File: src/rtl/dmem_access_ctrl.sv
`default_nettype none
// ============================================================================
// Module      : dmem_access_ctrl
// Description : Memory-stage data access sequencer for a 5-stage RISC-V
//               pipeline.
//
//               A load or store seen in M while idle is launched as a
//               registered req/ack transaction. F/D/E/M are frozen and a
//               bubble is pushed into M/W until the access completes. Load
//               data is returned registered to the M/W boundary. An access
//               that sees no ack within TIMEOUT request cycles is aborted
//               with a one-cycle fault pulse. A saturating counter records
//               the number of stall cycles.
//
// Ports       : clk, reset                 clock, synchronous active-high reset
//               MemReadM, MemWriteM        M-stage load / store strobes
//               ALUResultM, WriteDataM,    M-stage address, store data and
//               ByteEnM                    byte lanes
//               mem_req/we/addr/wdata/be   registered memory request
//               mem_ack, mem_rdata         memory completion pulse and data
//               ReadDataM                  registered load data
//               StallM, FlushW             pipeline freeze / M-W bubble
//               FaultM                     access-timeout pulse
//               StallCnt                   saturating stall-cycle counter
//
// Revision    : 1.0 - initial release
// ============================================================================
module dmem_access_ctrl #(
    parameter int TIMEOUT = 16,
    parameter int CNT_W   = 32
) (
    input  logic             clk,
    input  logic             reset,
    input  logic             MemReadM,
    input  logic             MemWriteM,
    input  logic [31:0]      ALUResultM,
    input  logic [31:0]      WriteDataM,
    input  logic [3:0]       ByteEnM,
    output logic             mem_req,
    output logic             mem_we,
    output logic [31:0]      mem_addr,
    output logic [31:0]      mem_wdata,
    output logic [3:0]       mem_be,
    input  logic             mem_ack,
    input  logic [31:0]      mem_rdata,
    output logic [31:0]      ReadDataM,
    output logic             StallM,
    output logic             FlushW,
    output logic             FaultM,
    output logic [CNT_W-1:0] StallCnt
);

    localparam logic [1:0] c_IDLE = 2'd0;
    localparam logic [1:0] c_REQ  = 2'd1;
    localparam logic [1:0] c_DONE = 2'd2;

    // Timer value of the final request cycle before the access is abandoned.
    localparam logic [7:0] c_TIMER_LAST = 8'(TIMEOUT - 1);

    logic [1:0]       r_state;
    logic [7:0]       r_timer;
    logic             r_mem_req;
    logic             r_mem_we;
    logic [31:0]      r_mem_addr;
    logic [31:0]      r_mem_wdata;
    logic [3:0]       r_mem_be;
    logic [31:0]      r_read_data;
    logic             r_fault;
    logic [CNT_W-1:0] r_stall_cnt;

    logic             w_access;
    logic             w_stall;

    assign w_access = MemReadM | MemWriteM;

    // The stall covers the IDLE cycle that launches the access plus every
    // REQ cycle. DONE releases the pipeline so the instruction moves into W
    // together with the freshly registered load data.
    assign w_stall = !reset &&
                     (((r_state == c_IDLE) && w_access) || (r_state == c_REQ));

    assign StallM    = w_stall;
    assign FlushW    = w_stall;
    assign mem_req   = r_mem_req;
    assign mem_we    = r_mem_we;
    assign mem_addr  = r_mem_addr;
    assign mem_wdata = r_mem_wdata;
    assign mem_be    = r_mem_be;
    assign ReadDataM = r_read_data;
    assign FaultM    = r_fault;
    assign StallCnt  = r_stall_cnt;

    always_ff @(posedge clk) begin
        if (reset) begin
            r_state     <= c_IDLE;
            r_timer     <= 8'd0;
            r_mem_req   <= 1'b0;
            r_mem_we    <= 1'b0;
            r_mem_addr  <= 32'd0;
            r_mem_wdata <= 32'd0;
            r_mem_be    <= 4'd0;
            r_read_data <= 32'd0;
            r_fault     <= 1'b0;
            r_stall_cnt <= '0;
        end else begin
            // Fault is only ever set on the REQ->DONE edge, so clearing it
            // by default limits it to exactly the DONE cycle.
            r_fault <= 1'b0;

            if (w_stall && (r_stall_cnt != {CNT_W{1'b1}})) begin
                r_stall_cnt <= r_stall_cnt + CNT_W'(1);
            end

            case (r_state)
                c_IDLE: begin
                    if (w_access) begin
                        r_mem_req   <= 1'b1;
                        r_mem_we    <= MemWriteM;
                        r_mem_addr  <= ALUResultM;
                        r_mem_wdata <= WriteDataM;
                        r_mem_be    <= ByteEnM;
                        r_timer     <= 8'd0;
                        r_state     <= c_REQ;
                    end
                end

                c_REQ: begin
                    // Ack wins over timeout when both land on the same cycle.
                    if (mem_ack) begin
                        if (!r_mem_we) begin
                            r_read_data <= mem_rdata;
                        end
                        r_mem_req <= 1'b0;
                        r_state   <= c_DONE;
                    end else if (r_timer == c_TIMER_LAST) begin
                        r_mem_req   <= 1'b0;
                        r_read_data <= 32'd0;
                        r_fault     <= 1'b1;
                        r_state     <= c_DONE;
                    end else begin
                        r_timer <= r_timer + 8'd1;
                    end
                end

                c_DONE: begin
                    r_state <= c_IDLE;
                end

                default: begin
                    r_state   <= c_IDLE;
                    r_mem_req <= 1'b0;
                end
            endcase
        end
    end

endmodule
`default_nettype wire

File: config.mk
export PLATFORM = sky130hd
export DESIGN_NAME = dmem_access_ctrl
export DESIGN_NICKNAME = d
export VERILOG_FILES = /design/src/rtl/dmem_access_ctrl.sv
export SDC_FILE = /design/constraint.sdc
export NUM_CORES = 1
export LEC_CHECK = 0
export BUFFER_PORTS_ARGS = -buffer_cell sky130_fd_sc_hd__buf_4
export CORE_UTILIZATION = 52
export DETAILED_ROUTE_END_ITERATION = 8
export GPL_TIMING_DRIVEN = 0
export PLACE_DENSITY = 0.9
export SLEW_MARGIN = 20
export SYNTH_ARGS = -nofsm -noshare
export SYNTH_HDL_FRONTEND = slang
export SYNTH_SLANG_ARGS = --single-unit
export TNS_END_PERCENT = 30
File: constraint.sdc
create_clock -name clk -period 3.6 [get_ports clk]
set_clock_uncertainty 0.15 [all_clocks]
set_input_delay 0.18 -clock clk [delete_from_list [all_inputs] [get_ports clk]]
set_output_delay 0.18 -clock clk [all_outputs]
set_load 0.05 [all_outputs]
==> metrics.txt <==
status complete, no violations; P per Cell Area 482 nW/um^2; Sequential Power Share a little under two fifths; initial antenna violation count 2; Clk pin slew, worst setup/hold paths 0.07 ns; Via-to-Cell Ratio 5.93; synthesized cell area 5880 um^2; met1 GRT Util 43.0%; period utilisation layout 81.4%; first drt pass iteration count 6; synth unique cells 59; GP Congestion 0.898; drt drc 0; Synth Area in Simple Gates 27.3%; Multi-input gate area roughly 2700 um^2; hold_buf cts 102; Sink Count 145; Mapped Nets around 800; DP Wirelength 12900 um; die area between 10000 and 15000 um^2; largest net degree at the start of global routing 17; sw frac 30.2%; Post-synth EDFFs 0; worst slack at placement 1.17 ns; clock network fraction of total power between 40% and 50%; Initial Utilization 53.7%; GR Util met3 between 10% and 20%; measured slew at the worst slew-check pin roughly 0.64 ns; gr busiest metal met2; CTS tree built; mux cell area share after synthesis 0.532%; Pwr Total between 0.004 and 0.005 W; Final Hold Vio Count 0; GRT overflow 0; H-Tree Depth 4; worst hold slack 0.0722 ns; Rows 38; Die Y ~110 um; Relative slew margins 57.5%; min Tclk post-route 2.93 ns; asr flop ratio synth 0%; Worst Setup Slack, final 0.669 ns; sequential area share after synthesis 49.4%; Clock Path Buffers 2; register area 2900 um^2; P_leak 3.99 nW; crit path kind reg -> reg; Worst EP required approximately 3.7 ns; adder-cell share of the synthesized area 0.426%; combinational family with the most area after synthesis simple AND/OR/NAND/NOR gates; GR Util met2 66.7%; CTS root buffer clkbuf_16; synthesis-to-layout area growth 61.5%; leading area contributor after synthesis dfxtp_1; fin util 86.8%; Top FF cell, synth dfxtp_1; Area contributors post-synth dfxtp_1 (49%), nand2_1 (12%), a21oi_1 (9.8%), nand4_1 (4.7%), clkbuf_1 (2.7%); fraction of synthesized cell area in xor and xnor cells 2.39%; Total Routed Length 23800 um; hold path depth 3; #FFs+latches synth 145; buffers added on ports 240; Max Cap Violations 0; top cell type's share of synthesized area 49.4%; CP Capture Type flip-flop; core box area between 10000 and 15000 um^2; first-pass GRT wire length 36400 um; DIE WIDTH approximately 110 um; Post-CTS Setup Repair Bufs 0; GRT Overall Usage ~40%; synth warn 0; Post-CTS Resized 0; setup violators final 0; synthesized instance count between 700 and 800; Post-DRT Antenna Nets 0; Arr. time, crit path 3.04 ns; via count 7302; unrepaired setup endpoints after global routing false; Comb power frac 20.9%; vias in the first global route 7067; HP Class in -> reg; worst reg2reg path depth 7; layout cell share with drive strength beyond 1 26.6%; drt wl/cell 19.3 um; Worst Setup Start Kind flip-flop; Fillers 586; Syn Area/Cell 8.21 um^2; Internal 0.00320 W; CTS Buf Count 17; later-pin clock latency in the skew report 0.41 ns; fin. max-slew vios 0; Fmax 341 MHz; final setup TNS 0 ns; Layout Nets around 1200; Sw Pwr 0.00138 W; crit-path max FO 10; Max IR drop VDD 0.418 mV; DRT iter0 DRCs roughly 750; Synth Area in Compound Gates 15.5%; Top Ports between 200 and 250
-- registers in the layout (all words and copies together) (netlist names) --
name / cells
mem_be: 4
mem_addr: 32
ReadDataM: 32
mem_we: 1
StallCnt: 32
r_state: 2
mem_req: 1
mem_wdata: 32
r_timer: 8
FaultM: 1
-- kinds of logic (layout without fill, tap and decap cells) --
logic type                 Yosys count  in the layout
AOI/OAI and AO/OA                  159            159
buffers and inverters               61            435
other                                0              2
xor gates and xnor gates            16             16
adders and majority gates            2              2
muxes                                3              3
and+or+nand+nor                    330            330
DFF                                145            145
-- worst max-delay path: stages, from the launching register on --
cell and delay [ns]:
dfxtp_1 0.37, nor2_1 0.23, o21a_1 0.15, clkbuf_1 0.29, clkbuf_1 0.48, buf_1 0.45
nand2_1 0.12, a21oi_1 0.52
-- Yosys cell counts (8+ instances only) --
master	instances
nand2_1	182
dfxtp_1	145
a21oi_1	115
nand4_1	44
clkbuf_1	43
nor2_1	26
nand3_1	17
xnor2_1	13
o21ai_0	9
inv_1	8
-- cells in the final DEF, fill, tap and decap left out, types with 3 or more instances in the layout --
cell,count
buf_4,243
nand2_1,182
dfxtp_1,145
a21oi_1,115
dlygate4sd3_1,103
clkbuf_1,46
nand4_1,44
nor2_1,26
nand3_1,17
clkbuf_16,17
xnor2_1,13
o21ai_0,9
inv_1,8
nor3_1,7
or4_1,7
or3_1,7
and3_1,7
o22ai_1,5
nand2b_1,5
and4_1,5
clkinv_2,5
nor2b_1,4
a211oi_1,4
a31oi_1,4
bufinv_16,4
o2bb2ai_1,3
o31ai_1,3
xor2_1,3
a2111oi_0,3
-- power by group through the flow --
stage	combinational, W	sequential, W	clock, W
floorplan	0.000244	0.00204	0
global placement	0.000803	0.00176	0
detailed placement	0.000813	0.00177	0
CTS	0.000909	0.00173	0.00184
global route	0.00101	0.00175	0.00195
finish	0.000958	0.00175	0.00187
-- layout make-up --
type	count	area share [%]
Timing Repair Buffer	342	29.7
Sequential cell	145	30.6
Tap cell	140	1.85
Antenna cell	2	0.0527
Inverter	8	0.316
Buffer	53	2.47
Multi-Input combinational cell	510	28.5
Clock buffer	21	4.75
Clock inverter	11	1.70
-- worst paths after layout --
path	start	to	slack [ns]
max reg2reg	r_state[1]	mem_wdata[7]	0.67
min	mem_ack	ReadDataM[0]	0.07
max	r_state[1]	mem_wdata[7]	0.67
min reg2reg	mem_addr[22]	mem_addr[22]	0.30
-- metrics by stage --
stage / std cells / instance area [um^2]
after detailed placement: 1096 / 7850
after global placement: 1096 / 7850
after floorplan: 716 / 5880
final: 1232 / 9490
after global routing: 1230 / 9490
after CTS: 1230 / 9490
-- routing by layer --
metal | vias to the layer above | share of wire, %
met1 | 3413 | 36
met2 | 510 | 48
met3 | 152 | 9.7
li1 | 3225 | -
met4 | 2 | 6.1
met5 | - | 0.055
Note: power is estimated with default switching activity, not from simulation.
